$ cat src/rtl/seq101_pkg.sv
// Shared types and transition tables for the bit-serial "101" Mealy detector.
package seq101_pkg;

    typedef enum logic [1:0] {
        ST_A = 2'd0,
        ST_B = 2'd1,
        ST_C = 2'd2
    } det_state_t;

    // The unused encoding 2'd3 falls into the default arm and behaves as A.
    function automatic det_state_t det_next(input logic [1:0] s, input logic x);
        case (s)
            2'd1:    return x ? ST_B : ST_C;
            2'd2:    return x ? ST_B : ST_A;
            default: return x ? ST_B : ST_A;
        endcase
    endfunction

    function automatic logic det_z(input logic [1:0] s, input logic x);
        return (s == 2'd2) && x;
    endfunction

endpackage

$ cat src/rtl/seq101_core.sv
// Combinational "101" detector step, shared by all channels of the scheduler.
module seq101_core
    import seq101_pkg::*;
(
    input  logic [1:0] state,
    input  logic       x,
    output det_state_t next_state,
    output logic       z
);

    assign next_state = det_next(state, x);
    assign z          = det_z(state, x);

endmodule

$ cat src/rtl/seq101_rr_sched.sv
// Round-robin scheduler time-sharing one "101" detector core across N serial channels.
module seq101_rr_sched
    import seq101_pkg::*;
#(
    parameter int N   = 4,
    parameter int IDW = $clog2(N)
) (
    input  logic           clk,
    input  logic           reset,
    input  logic [N-1:0]   req,
    input  logic [N-1:0]   bit_in,
    input  logic [N-1:0]   clear,
    output logic [N-1:0]   gnt,
    output logic           hit,
    output logic [IDW-1:0] hit_id
);

    logic [IDW-1:0] ptr;
    logic [IDW-1:0] gnt_idx;
    logic [IDW:0]   scan;
    logic           found;
    det_state_t     st [N];
    det_state_t     st_eff;
    det_state_t     core_next;
    logic           core_z;

    // Scan upward from ptr with wrap; the first requester wins.
    always_comb begin
        // NOTE: every combinational output gets a default first so no path infers a latch.
        found   = 1'b0;
        gnt_idx = '0;
        scan    = '0;
        if (!reset) begin
            for (int k = 0; k < N; k++) begin
                scan = {1'b0, ptr} + (IDW+1)'(k);
                if (scan >= (IDW+1)'(N))
                    scan = scan - (IDW+1)'(N);
                if (!found && req[scan[IDW-1:0]]) begin
                    found   = 1'b1;
                    gnt_idx = scan[IDW-1:0];
                end
            end
        end
    end

    assign gnt    = found ? (N'(1) << gnt_idx) : '0;
    assign st_eff = clear[gnt_idx] ? ST_A : st[gnt_idx];

    seq101_core u_core (
        .state      (st_eff),
        .x          (bit_in[gnt_idx]),
        .next_state (core_next),
        .z          (core_z)
    );

    always_ff @(posedge clk) begin
        if (reset) begin
            // NOTE: the state array is reset entry by entry; each entry is live FSM state, not bulk storage.
            for (int i = 0; i < N; i++)
                st[i] <= ST_A;
            ptr    <= '0;
            hit    <= 1'b0;
            hit_id <= '0;
        end else begin
            for (int i = 0; i < N; i++)
                if (clear[i])
                    st[i] <= ST_A;
            // NOTE: non-blocking writes; the later write-back to the granted entry overrides its clear.
            if (found) begin
                st[gnt_idx] <= core_next;
                ptr         <= (gnt_idx == IDW'(N-1)) ? '0 : gnt_idx + IDW'(1);
            end
            hit <= found & core_z;
            if (found & core_z)
                hit_id <= gnt_idx;
        end
    end

endmodule

$ cat config.mk
export PLATFORM = sky130hd
export DESIGN_NAME = seq101_rr_sched
export DESIGN_NICKNAME = d
export VERILOG_FILES = /design/src/rtl/seq101_pkg.sv /design/src/rtl/seq101_core.sv /design/src/rtl/seq101_rr_sched.sv
export SDC_FILE = /design/constraint.sdc
export NUM_CORES = 1
export LEC_CHECK = 0
export CORE_UTILIZATION = 46
export CTS_BUF_LIST = sky130_fd_sc_hd__clkbuf_8
export DETAILED_ROUTE_END_ITERATION = 8
export HOLD_SLACK_MARGIN = 0.03
export PLACE_DENSITY_LB_ADDON = 0.08
export SLEW_MARGIN = 20
export SYNTH_ARGS = -nofsm -noshare
export SYNTH_HDL_FRONTEND = slang
export SYNTH_SLANG_ARGS = --single-unit
$ cat constraint.sdc
create_clock -name clk -period 2.9 [get_ports clk]
set_clock_uncertainty 0.05 [all_clocks]
set_input_delay 0.29 -clock clk [delete_from_list [all_inputs] [get_ports clk]]
set_output_delay 0.29 -clock clk [all_outputs]
set_load 0.03 [all_outputs]
* Word-level counts from Yosys, hierarchy flattened
Memories as Yosys holds them, arrays and structs flattened.
Cells that the tools add are included.
W data, S select, Z words.
** Word-level totals
- Flip-flop bits (word level) :: 5
- Memory bits (writable) :: 8
- Input bits :: 14
- Output and inout port bits :: 7
- Logic and storage cells :: 97
- Memories kept :: 1
** Memories
- st :: depth 4, bits a word 2, read ports 1, clocked after memory_dff 0, wr ports 5, RTL line seq101_rr_sched.sv:22 : det_state_t st [N];
** Operators by class
- $add $sub $neg :: 8
- Magnitude comparators :: 9
- Eq/ne operators :: 3
- Shift operators :: 1
- Multiplexer cells :: 60
- Bitwise gates (word level) :: 5
- Reductions and logical operators :: 7
** Operators with widths (number)
- $mux W2 :: 21
- $mux W1 :: 32
- $lt A2 B3 Y1 const B :: 5
- $bmux W1 S2 :: 6
- $ge A3 B3 Y1 const B :: 3
- $sub A2 B1 Y2 const B :: 4
- $add A2 B2 Y3 const B :: 2
- $eq A2 B2 Y1 const B :: 2
- $logic_and A1 B1 Y1 :: 4
- $mux W4 :: 1
- $or A1 B1 Y1 :: 4
- $shl A1 B2 Y4 const A :: 1
- $add A2 B1 Y3 const B :: 1
- $ge A2 B3 Y1 const B :: 1
- $logic_not A1 Y1 :: 3
- $add A2 B1 Y2 const B :: 1
- $eq A2 B1 Y1 const B :: 1
- $and A1 B1 Y1 :: 1

* Logic depth before layout (Yosys ltp)
- Depth in word-level cells :: 25
- Gate-level depth with buffers :: 9
- Depth with buffers taken out :: 9

* Modules after synthesis
A second synthesis with hierarchy kept.
** Unflattened totals
- Cell total of the unflattened synthesis :: 91
- Area, all modules :: 902.1 um^2
** Modules (own cells, without submodules)
- seq101_rr_sched :: instances 1, cells an instance 88, area each 873.3 um^2, seq. area each 340.3 um^2
- seq101_core :: instances 1, cells an instance 3, area each 28.8 um^2, seq. area each 0.0 um^2

* Worst setup path after synthesis
Ideal clock, no wire load.
- Path type :: register -> register
- From :: register ptr[1]
- To :: memory st[0][0] (netlist name), data pin
- Library setup time :: 255 ps
- Arrival :: 1907 ps
- Data required time :: 2595 ps
- Slack :: 687 ps
- Cell stages (with the launch flop) :: 7
- Buffers on the path :: 0
- Period minus slack after synthesis :: 2213 ps
- Cell sequence :: dfxtp_1 > mux2i_1 > nor2_1 > or3_4 > mux2_4 > a211oi_4 > and2b_2
** RTL lines
- start: declaration :: RTL line seq101_rr_sched.sv:18 : logic [IDW-1:0] ptr;
- start signal: assignment :: RTL line seq101_rr_sched.sv:71 : ptr <= (gnt_idx == IDW'(N-1)) ? '0 : gnt_idx + IDW'(1);
- end: declaration :: RTL line seq101_rr_sched.sv:22

==> flow_metrics.py <==
metrics = {
    "routing": {
        "ant_nets": 0,
        "dr.first_iter.drc_count": 6,
        "viasPerCell": 5.19,
        "totalWireLength_um": 1920,
        "wl_per_cell_um": 13.1,
        "first_pass_iters": 2,
        "num_vias": 763,
        "drc": 0,
    },
    "synth": {
        "synth_enable_flop_cells": 8,
        "syn_avg_cell_area_um2": 9.60,
        "synth_area_leader_cell": "edfxtp_1",
        "synth_ff_type": "edfxtp_1",
        "yosysUniqueCellTypes": 36,
        "synth_area_leaders": "edfxtp_1 27%, dfxtp_1 11%, mux2i_1 7.9%, ha_1 5.7%, and2_1 5.0%",
        "seq_area_frac_synth_pct": 38.5,
        "syn_nets": 110,
        "ys_ff_latch": 13,
        "synthCells": 92,
        "yosysTopAreaCellShare_pct": 27.2,
        "syn_area_um2": 883,
        "async_flop_share_pct": 0,
        "ys_warn_count": 0,
    },
    "placement": {
        "numPortBuffers": 20,
        "dp_slack_ns": 0.00125,
        "gp_congestion": 0.800,
        "dp_hpwl_um": 1490,
    },
    "power_and_ir_drop": {
        "power_density_nw_per_um2": 431,
        "peakVddDrop_mv": 0.353,
        "p_leak_nw": 0.517,
    },
    "sta": {
        "period_needed_ns": 2.58,
        "final.setup.tns_ns": 0,
        "fin_crit_sh_pct": 88.9,
        "hold_viol_final": 0,
        "final.setup.worst_slack_ns": 0.321,
        "rsz0062_at_grt": "false",
        "fmax_ghz": 0.388,
        "worst_pin_slew_ns": 0.382,
        "final_max_slew_viol_count": 0,
        "relSlewSlack_pct": 73.8,
        "setup_viol": 0,
        "holdWs_ns": 0.418,
    },
    "global_route": {
        "grt_max_degree": 9,
        "grt_pass1_vias": 705,
        "track_usage_pct": 21.8,
        "grt.overflow.total": 0,
        "antenna_found_initial": 0,
        "grt_pass1_wl_um": 3120,
    },
    "floorplanning": {
        "start_util_pct": 50.1,
        "top_level_ports": 21,
        "num_rows": 15,
        "core_region_area_um2": 1760,
        "die_width_um": 45.8,
        "die_y_um": 45.8,
        "die_area_um2": 2100,
    },
    "cells_and_area": {
        "final_nets": 141,
        "fill_cells": 169,
        "drive_gt1_share_pct": 22.1,
        "diodes": 0,
        "areaGrowthSynthToFinish_pct": 37.0,
        "layout_commonest_cell": "clkdlybuf4s50_1",
        "layout_common_cells": "16 x clkdlybuf4s50_1, 10 x buf_4, 9 x nor2_1, 8 x edfxtp_1",
    },
    "clocking": {
        "cts_setup_buffers": 0,
        "clock_latency_ns": 0.25,
        "ctsHoldBuffers": 0,
        "clkTransAtPathRegs_ns": 0.05,
        "clock-sinks": 13,
        "clockBufferDepth": 2,
        "cts_tree": "built",
        "cts-root-buf": "clkbuf_8",
        "cts_made_buffers": 3,
        "h-tree-depth": 1,
    },
    "critical_path": {
        "worstPathMaxFanout": 8,
        "cp_data_required_time_ns": 2.97,
        "start_kind": "input pin",
        "arrival_ns": 2.65,
        "path_class": "in -> reg",
        "end_kind": "flip-flop",
    },
    "run": {
        "max_cap_violations": 0,
    },
    "hold_path": {
        "hp-class": "reg -> reg",
    },
    "run_status": {
        "status": "completed",
    },
}
==> critical path: stages <==
cell	delay, ns
clkdlybuf4s50_1	0.50
mux2i_1	0.17
nor2_1	0.09
or3_4	0.41
mux2_4	0.33
a211oi_4	0.40
a21boi_2	0.30
and2_1	0.16
==> through the flow <==
step | instances | utilization (%) | power [W] | area, µm²
2_1_floorplan | 92 | - | 0.000305 | 883
3_3_place_gp | 143 | 65.5 | 0.000363 | 1160
3_5_place_dp | 143 | 65.5 | 0.000365 | 1160
4_1_cts | 147 | 68.4 | 0.000527 | 1210
5_1_grt | 147 | 68.6 | 0.000549 | 1210
6_report | 147 | 68.6 | 0.000522 | 1210
==> Yosys cell counts (2+ instances only) <==
library cell / count
dfxtp_1: 5
mux2i_1: 7
nand2_1: 7
ha_1: 4
nand2b_1: 3
nor3_1: 3
edfxtp_1: 8
or3_1: 3
a21oi_1: 3
and2_1: 7
nor2_1: 9
inv_1: 6
and2b_2: 3
o21ai_0: 2
==> flip-flops by register name (all words and copies together), names as in the netlist <==
signal / flops
hit: 1
st: 8
ptr: 2
hit_id: 2
==> final cells by class <==
cell class                 count  area [µm²]  area share (%)
multi-input combinational     71         519            42.9
sequential                    13         340            28.1
timing repair buffer          27         248            20.5
clock buffer                   3        41.3            3.41
tap                           25        31.3            2.59
inverter                       7        26.3            2.17
clock inverter                 1        3.75           0.310
==> report_power, final <==
group          switching [W]  internal, W  total, W
clock network      0.0000654    0.0000936  0.000159
registers         0.00000695     0.000209  0.000216
logic              0.0000753    0.0000712  0.000147
total               0.000148     0.000374  0.000522
==> logic make-up (layout without fill, tap and decap cells) <==
family	count (synthesis)	in the layout	synth area share, %
flip-flops	13	13	38.5
AND/OR/NAND/NOR	43	43	27.3
AO/OA/AOI/OAI	16	16	15.4
multiplexers	8	8	9.63
buffers and inverters	8	38	3.40
adder cells (fa/ha/maj)	4	4	5.67
==> what timing repair did <==
action	4_1_cts	5_1_grt
pin swaps	0	0
setup endpoints to repair	1	1
hold endpoints to repair	0	0
resized for setup	1	1
==> metal layers <==
layer / vias up / track usage (%) / routed length [µm]
met4: 0 / 10.6 / 40
met3: 5 / 4.76 / 75
met1: 352 / 27.0 / 880
met5: - / 0 / 0
met2: 17 / 35.7 / 923
li1: 389 / - / -
==> worst paths after layout <==
path | startpoint | end | slack, ns | cells after the start
worst max-delay path | req[2] | st[0][1]$_SDFFCE_PN0P_ | 0.32 | 8
worst min-delay path | hit_id[1]$_SDFFE_PP0P_ | hit_id[1]$_SDFFE_PP0P_ | 0.42 | 2
worst max register to register | ptr[1]$_SDFFE_PP0P_ | st[0][1]$_SDFFCE_PN0P_ | 0.41 | 7
worst min register to register | hit_id[1]$_SDFFE_PP0P_ | hit_id[1]$_SDFFE_PP0P_ | 0.42 | 2
No activity file was read; power rests on OpenSTA's default activity.
